==> src/rtl/yabot_pkg.sv <==
// Shared types and constants for the dwell driver slice.
package yabot_pkg;

    typedef enum logic [1:0] {
        LOW_IDLE  = 2'd0,
        HIGH_HOLD = 2'd1,
        HIGH_IDLE = 2'd2,
        LOW_HOLD  = 2'd3
    } dwell_state_t;

    localparam string MODE_LEVEL = "LEVEL";
    localparam string MODE_PULSE = "PULSE";

    function automatic int max_int(input int a, input int b);
        return (a > b) ? a : b;
    endfunction

endpackage

==> src/rtl/dwell_timer.sv <==
// Loadable down-counter with zero flag; holds at zero instead of wrapping.
module dwell_timer #(
    parameter int W = 4
) (
    input  logic         clk,
    input  logic         rst_n,
    input  logic         load,
    input  logic [W-1:0] load_val,
    output logic [W-1:0] cnt,
    output logic         zero
);

    // Load has priority; otherwise count down and stick at zero
    always_ff @(posedge clk or negedge rst_n) begin
        if (!rst_n)           cnt <= '0;
        else if (load)        cnt <= load_val;
        else if (cnt != '0)   cnt <= cnt - 1'b1;
    end

    assign zero = (cnt == '0);

endmodule

==> src/rtl/dwell_driver.sv <==
// Output dwell shaper: enforces minimum high/low times on out_data.
// Optional build macro DWELL_PENDING_EN adds a saturating queue of
// PULSE requests that arrive while a pulse is in progress.
module dwell_driver
    import yabot_pkg::*;
#(
    parameter int    HIGH_TIME = 1000,
    parameter int    LOW_TIME  = 1000,
    parameter string MODE      = "LEVEL",
    parameter int    PEND_W    = 4
) (
    input  logic clk,
    input  logic rst_n,
    input  logic in_data,
    output logic out_data,
    output logic busy,
    output logic drop
);

    localparam bit IS_PULSE = (MODE == MODE_PULSE);
    localparam int CW       = $clog2(max_int(HIGH_TIME, LOW_TIME) + 1);

    if (HIGH_TIME < 1 || LOW_TIME < 1 || PEND_W < 1 ||
        !(MODE == MODE_LEVEL || MODE == MODE_PULSE)) begin : g_param_err
        $error("dwell_driver: illegal parameter set");
    end

    dwell_state_t  state, state_nx;
    logic [CW-1:0] cnt, load_val;
    logic          load, zero;
    logic          restart;   // end of a low dwell: a new high may start now
    logic          pend_nz;

    dwell_timer #(.W(CW)) u_timer (
        .clk      (clk),
        .rst_n    (rst_n),
        .load     (load),
        .load_val (load_val),
        .cnt      (cnt),
        .zero     (zero)
    );

`ifdef DWELL_PENDING_EN
    localparam logic [PEND_W-1:0] PEND_MAX = '1;
    logic [PEND_W-1:0] pend, pend_nx;

    // Pending-pulse counter
    always_ff @(posedge clk or negedge rst_n) begin
        if (!rst_n) pend <= '0;
        else        pend <= pend_nx;
    end

    assign pend_nz = (pend != '0);
`else
    assign pend_nz = 1'b0;
`endif

    assign restart = (state == LOW_HOLD) && zero;

    // Next state, timer load and request bookkeeping
    always_comb begin
        state_nx = state;
        drop     = 1'b0;
`ifdef DWELL_PENDING_EN
        pend_nx  = pend;
`endif
        case (state)
            LOW_IDLE:  if (in_data) state_nx = HIGH_HOLD;
            HIGH_HOLD: if (zero) state_nx = (!IS_PULSE && in_data) ? HIGH_IDLE : LOW_HOLD;
            HIGH_IDLE: if (!in_data) state_nx = LOW_HOLD;
            LOW_HOLD:  if (zero) state_nx = (in_data || (IS_PULSE && pend_nz)) ? HIGH_HOLD : LOW_IDLE;
            default:   state_nx = LOW_IDLE;
        endcase

        if (IS_PULSE) begin
            // A strobe at the end of a low dwell is served directly (it takes
            // the slot a queued pulse would use, so the queue is unchanged).
            if (in_data && state != LOW_IDLE && !restart) begin
`ifdef DWELL_PENDING_EN
                if (pend == PEND_MAX) drop = 1'b1;
                else                  pend_nx = pend + 1'b1;
`else
                drop = 1'b1;
`endif
            end
`ifdef DWELL_PENDING_EN
            else if (!in_data && restart && pend_nz) begin
                pend_nx = pend - 1'b1;
            end
`endif
        end

        load     = (state_nx != state) && (state_nx == HIGH_HOLD || state_nx == LOW_HOLD);
        load_val = (state_nx == HIGH_HOLD) ? CW'(HIGH_TIME - 1) : CW'(LOW_TIME - 1);
    end

    // State register; out_data is registered from the next state so it never glitches
    always_ff @(posedge clk or negedge rst_n) begin
        if (!rst_n) begin
            state    <= LOW_IDLE;
            out_data <= 1'b0;
        end else begin
            state    <= state_nx;
            out_data <= (state_nx == HIGH_HOLD) || (state_nx == HIGH_IDLE);
        end
    end

    assign busy = (state != LOW_IDLE);

endmodule
==> config.mk <==
export PLATFORM = sky130hd
export DESIGN_NAME = dwell_driver
export DESIGN_NICKNAME = d
export VERILOG_FILES = /design/src/rtl/yabot_pkg.sv /design/src/rtl/dwell_timer.sv /design/src/rtl/dwell_driver.sv
export SDC_FILE = /design/constraint.sdc
export NUM_CORES = 1
export LEC_CHECK = 0
export BUFFER_PORTS_ARGS = -buffer_cell sky130_fd_sc_hd__buf_2
export CAP_MARGIN = 20
export CELL_PAD_IN_SITES_DETAIL_PLACEMENT = 0
export CELL_PAD_IN_SITES_GLOBAL_PLACEMENT = 1
export CORE_MARGIN = 2
export CORE_UTILIZATION = 39
export CTS_BUF_LIST = sky130_fd_sc_hd__clkbuf_4 sky130_fd_sc_hd__clkbuf_8 sky130_fd_sc_hd__clkbuf_16
export DETAILED_ROUTE_END_ITERATION = 10
export PLACE_DENSITY = 0.78
export SLEW_MARGIN = 20
export SYNTH_ARGS = -nofsm -noshare
export SYNTH_HDL_FRONTEND = slang
export SYNTH_SLANG_ARGS = --single-unit
==> constraint.sdc <==
create_clock -name clk -period 1.7 [get_ports clk]
set_clock_uncertainty 0.15 [all_clocks]
set_input_delay 0.085 -clock clk [delete_from_list [all_inputs] [get_ports clk]]
set_output_delay 0.085 -clock clk [all_outputs]
set_load 0.05 [all_outputs]
**After elaboration in Yosys (flattened, before gate mapping)**

Index checks and enable logic that the tools add are counted.

- Register bits: 13
- Input bits: 3
- Word-level logic and storage cells: 28
- Output and inout port bits: 3

- Add/subtract/negate cells: 1
- Multiplexer cells: 9
- Reductions and logical operators: 8
- Eq/ne operators: 7

Operators with widths:

| kind | number |
|---|---|
| two-way mux 10 bit | 2 |
| logical NOT 10 bit | 1 |
| nonzero test 10 bit | 1 |
| subtractor 10 x 1 -> 10 bit, second input constant | 1 |
| equality test 2 bit, second input constant | 4 |
| two-way mux 2 bit | 4 |
| one-hot mux 2 bit (4 select lines) | 1 |
| equality test 2 x 1 -> 1 bit, second input constant | 2 |
| nonzero test 2 bit | 2 |
| logical NOT 2 bit | 1 |
| logical OR 1 bit | 2 |
| two-way mux 1 bit | 2 |
| != test 2 bit | 1 |
| logical AND 1 bit | 1 |

**Longest topological paths before layout**

- Depth after elaboration: 7
- Mapped depth: 6
- Gate-level depth less buffers: 6

**Hierarchy**

From an unflattened synthesis, not the netlist that was laid out.

- Cells, all modules: 82
- Area, all modules: 760.7 um^2

By module, submodules not included:

| module | area each (um^2) | cells each | seq. area each (um^2) | times used |
|---|---|---|---|---|
| dwell_timer | 594.3 | 67 | 250.2 | 1 |
| dwell_driver | 166.4 | 15 | 75.1 | 1 |

**Least setup slack after synthesis**

No wires, ideal clock.

- Kind: register -> register
- From: register u_timer.cnt[0]
- To: register u_timer.cnt[3]
- Slack: -0.045 ns
- Required time: 1.423 ns
- Arrival: 1.468 ns
- Clock period less this slack: 1.745 ns
- Cell stages (with the launch flop): 7
- Setup time: 0.127 ns
- Buffers on the path: 0
- Path through: dfrtp_1 > inv_1 > ha_1 > nor3b_2 > nand4_2 > mux2_4 > a21boi_1

- Cells in the longest elaborated chain, start to end: 7
- Elaborated cells between the ends (all ways): 14
- Classes of those cells: add/sub: 1; eq/ne: 3; mux: 5; reduce/logical: 5

Ends and longest elaborated chain:

| item | line | RTL |
|---|---|---|
| start: declaration | dwell_timer.sv:9 | `output logic [W-1:0] cnt,` |
| start signal: assignment | dwell_timer.sv:16 | `else if (load) cnt <= load_val;` |
| start signal: assignment | dwell_timer.sv:17 | `else if (cnt != '0) cnt <= cnt - 1'b1;` |
| logical NOT 10 bit | dwell_timer.sv:20 | `assign zero = (cnt == '0);` |
| two-way mux 2 bit (on tied branches) | dwell_driver.sv:71, dwell_driver.sv:69 |  |
| one-hot mux 2 bit (4 select lines) | dwell_driver.sv:67 | `case (state)` |
| equality test 2 x 1 -> 1 bit / equality test 2 bit (equally long branches) | dwell_driver.sv:93 | `load = (state_nx != state) && (state_nx == HIGH_HOLD \|\| state_nx == LOW_HOLD);` |
| logical OR 1 bit | dwell_driver.sv:93 |  |
| logical AND 1 bit | dwell_driver.sv:93 |  |
| two-way mux 10 bit / nonzero test 2 bit (equally long branches) | - |  |

Parallel ways exist; a longest one is shown, timed or not. The select of a mux whose other input is x is not followed.
A chain may end at the register's enable or synchronous reset.

**Worst setup path after layout**

- From: register u_timer.cnt[1]
- To: register u_timer.cnt[5]

The elaborated chain is that of the path after synthesis.

==> reports/results.ini <==
[run_status]
outcome = complete, but fails checks
failed_checks = setup timing

[synth]
syn_avg_cell_area_um2 = 10.2
synth_seq_cells = 13
synth_enable_flop_cells = 0
async_flop_share = 1.00
yosys.area.top_type = dfrtp_1
yosys-top-cells-area = dfrtp_1 (45%), nand2_1 (5.2%), xor2_1 (3.6%)
synth.distinct_cells = 34
yosysSeqAreaShare = 0.451
synth_top_area_frac = 0.451
synth-main-ff-cell = dfrtp_1
synth_nets = 76
ys_warn_count = 0
synthesis.area_um2 = 722
syn_inst = 71

[worst_hold_path]
min_path_type = in -> async

[placed_design]
io_buffers = 4
hpwl_um = 958
placed_area_um2 = 847
finalWeightedCongestion = 0.783

[worst_setup_path]
crit_chain = inv_2 > ha_4 > or3b_4 > o211ai_1 > xor2_1 > nand2_1
start_kind = flip-flop
critPathCaptureType = flip-flop
cpMaxStageDelayCell = or3b_4
max_stage_delay_ns = 0.40
path_class = reg -> reg
cp.arrival_ns = 1.73
path_max_fanout = 3
crit_required_ns = 1.72

[detailed_routing]
avgRoutedWirePerCell_um = 12.3
via_count = 591
routed_via_density = 5.01
drt_pass1_iterations = 4
route.detailed.drc = 0
drt-total-wl_um = 1450
antenna_left = 0
initialDrtViolationCount = 10

[floorplanning]
die_w_um = 47.0
io_pins = 6
die_area_um2 = 2210
start_util = 0.418
die_h_um = 47.0
rows = 15
fp.coreArea_um2 = 1730

[clock_network]
clk_latency_ns = 0.27
cts_sinks = 13
h-tree-depth = 1
root_buffer = clkbuf_4
cts_tree = built
cts_buffer_depth = 2
clk_pin_slew_ns = 0.08
numCtsBuffers = 3

[global_route]
grt_pass1_vias = 514
grt_pass1_wl_um = 2430
grt_usage = 0.166
use_met2 = 0.211
globalRoute.busiestLayer = met1
grt_max_degree = 14
met3_usage = 0.0692
overflow = 0
globalRouteMet1Util = 0.246
antenna_found_initial = 0

[finish]
num-nets-final = 99
syn2layout_area_growth_pct = 31.2
drive_gt1_frac = 0.376
multi_input_area_um2 = 423
diodes = 0
design_area_um2 = 947
n_fill_cell = 163
seq_area_um2 = 325

[timing]
rsz0062_at_grt = yes
maxSlewViolCount = 0
period_share = 1.01
hold_viol_final = 0
timing.fmax_ghz = 0.584
finalSetupViolCount = 1
period_needed_ns = 1.71
worst_slack_ns = -0.0123

[pwr]
ir_drop_uv = 739
power.total_mw = 1.20
power_density_nw_per_um2 = 1270
p_leak_nw = 0.410

[flow_run]
cap_violations = 0

-- path summary, 6_finish.rpt --
check,slack (ns),depth (start not counted),end,start
hold / removal,0.07,2,u_timer.cnt[2],rst_n
min in group clk,0.38,1,state[1],state[1]
max in group asynchronous,1.10,2,state[1],rst_n
setup reg to reg,-0.01,6,u_timer.cnt[5],u_timer.cnt[1]
setup / recovery,-0.01,6,u_timer.cnt[5],u_timer.cnt[1]
hold reg to reg,0.38,1,state[1],state[1]
-- logic make-up (layout without fill, tap and decap cells) --
family,Yosys count,count (layout),share of synthesized area
xor gates and xnor gates,5,5,0.0607
AOI/OAI and AO/OA,9,9,0.0866
other,1,1,0.00519
muxes,3,4,0.0503
adders and majority gates,2,2,0.0347
and+or+nand+nor,35,35,0.291
DFF,13,13,0.451
buffers and inverters,3,24,0.0208
-- critical path, delay by kind of cell, from the launching register on --
kind	cells	cell delay (ns)
and+or+nand+nor	2	0.46
DFF	1	0.39
AOI/OAI and AO/OA	1	0.23
xor gates and xnor gates	1	0.17
adders and majority gates	1	0.14
buffers and inverters	1	0.09
-- sequential cells by signal, summed over array words and instances, names as in the netlist --
signal       flops
out_data         1
state            2
u_timer.cnt     10
-- layout by cell type, fill, tap and decap left out, types with 2 or more instances in the layout --
master | Yosys | final
dfrtp_1 | 13 | 13
buf_4 | 1 | 12
nand2_1 | 10 | 10
nor2_1 | 6 | 5
clkbuf_4 | 0 | 4
buf_2 | 0 | 4
xor2_1 | 3 | 3
nand3_1 | 3 | 3
inv_2 | 0 | 2
mux2_2 | 1 | 2
xnor2_1 | 2 | 2
a21boi_1 | 2 | 2
o211ai_1 | 2 | 2
nand3b_1 | 2 | 2
or3_1 | 2 | 2
dlygate4sd3_1 | 0 | 2
-- Yosys cell counts, drive strengths merged (2+ instances only) --
cell type,number
nand3,3
nor3,3
nand3b,2
ha,2
or3,2
xnor2,2
dfrtp,13
mux2,2
xor2,3
nor2,6
a21boi,2
inv,2
nand2,10
o211ai,2
or3b,2
-- per-stage QoR --
| stage | utilization | worst slack, ns | instances | hold slack [ns] | setup TNS [ns] |
|---|---|---|---|---|---|
| 2_1_floorplan | - | -0.0167 | 71 | -0.361 | -0.0436 |
| 3_3_place_gp | 0.491 | -0.0292 | 109 | -0.164 | -0.0483 |
| 3_5_place_dp | 0.491 | -0.0862 | 109 | -0.161 | -0.301 |
| 4_1_cts | 0.543 | -0.00199 | 117 | 0.0670 | -0.00246 |
| 5_1_grt | 0.549 | -0.0892 | 118 | 0.0950 | -0.398 |
| 6_report | 0.549 | -0.0123 | 118 | 0.0679 | -0.0123 |
-- layer usage --
metal / wire, um / vias up
li1: - / 296
met1: 723 / 281
met2: 650 / 12
met3: 63 / 2
met4: 15 / 0
met5: 0 / -
-- repair_timing --
item                                    in CTS  in global routing
hold buffers                                 2                  0
buffers inserted                             1                  1
endpoints found under the setup margin       6                  8
hold endpoints to repair                    14                  0
pin swaps                                    4                  3
cloned                                       1                  0
resized for setup                            6                  1
-- power by group --
group	switching, mW	total (mW)	leakage (nW)	internal, mW
Combinational	0.221	0.472	0.249	0.251
Sequential	0.122	0.527	0.143	0.405
Clock	0.0950	0.202	0.0184	0.107
-- area by class of cell --
cell class                 count  area share
clock buffer                   4      0.0317
inverter                       2     0.00793
multi-input combinational     56       0.446
sequential                    13       0.343
tap                           25      0.0330
timing repair buffer          18       0.137
Power figures use the tool's default switching activity.
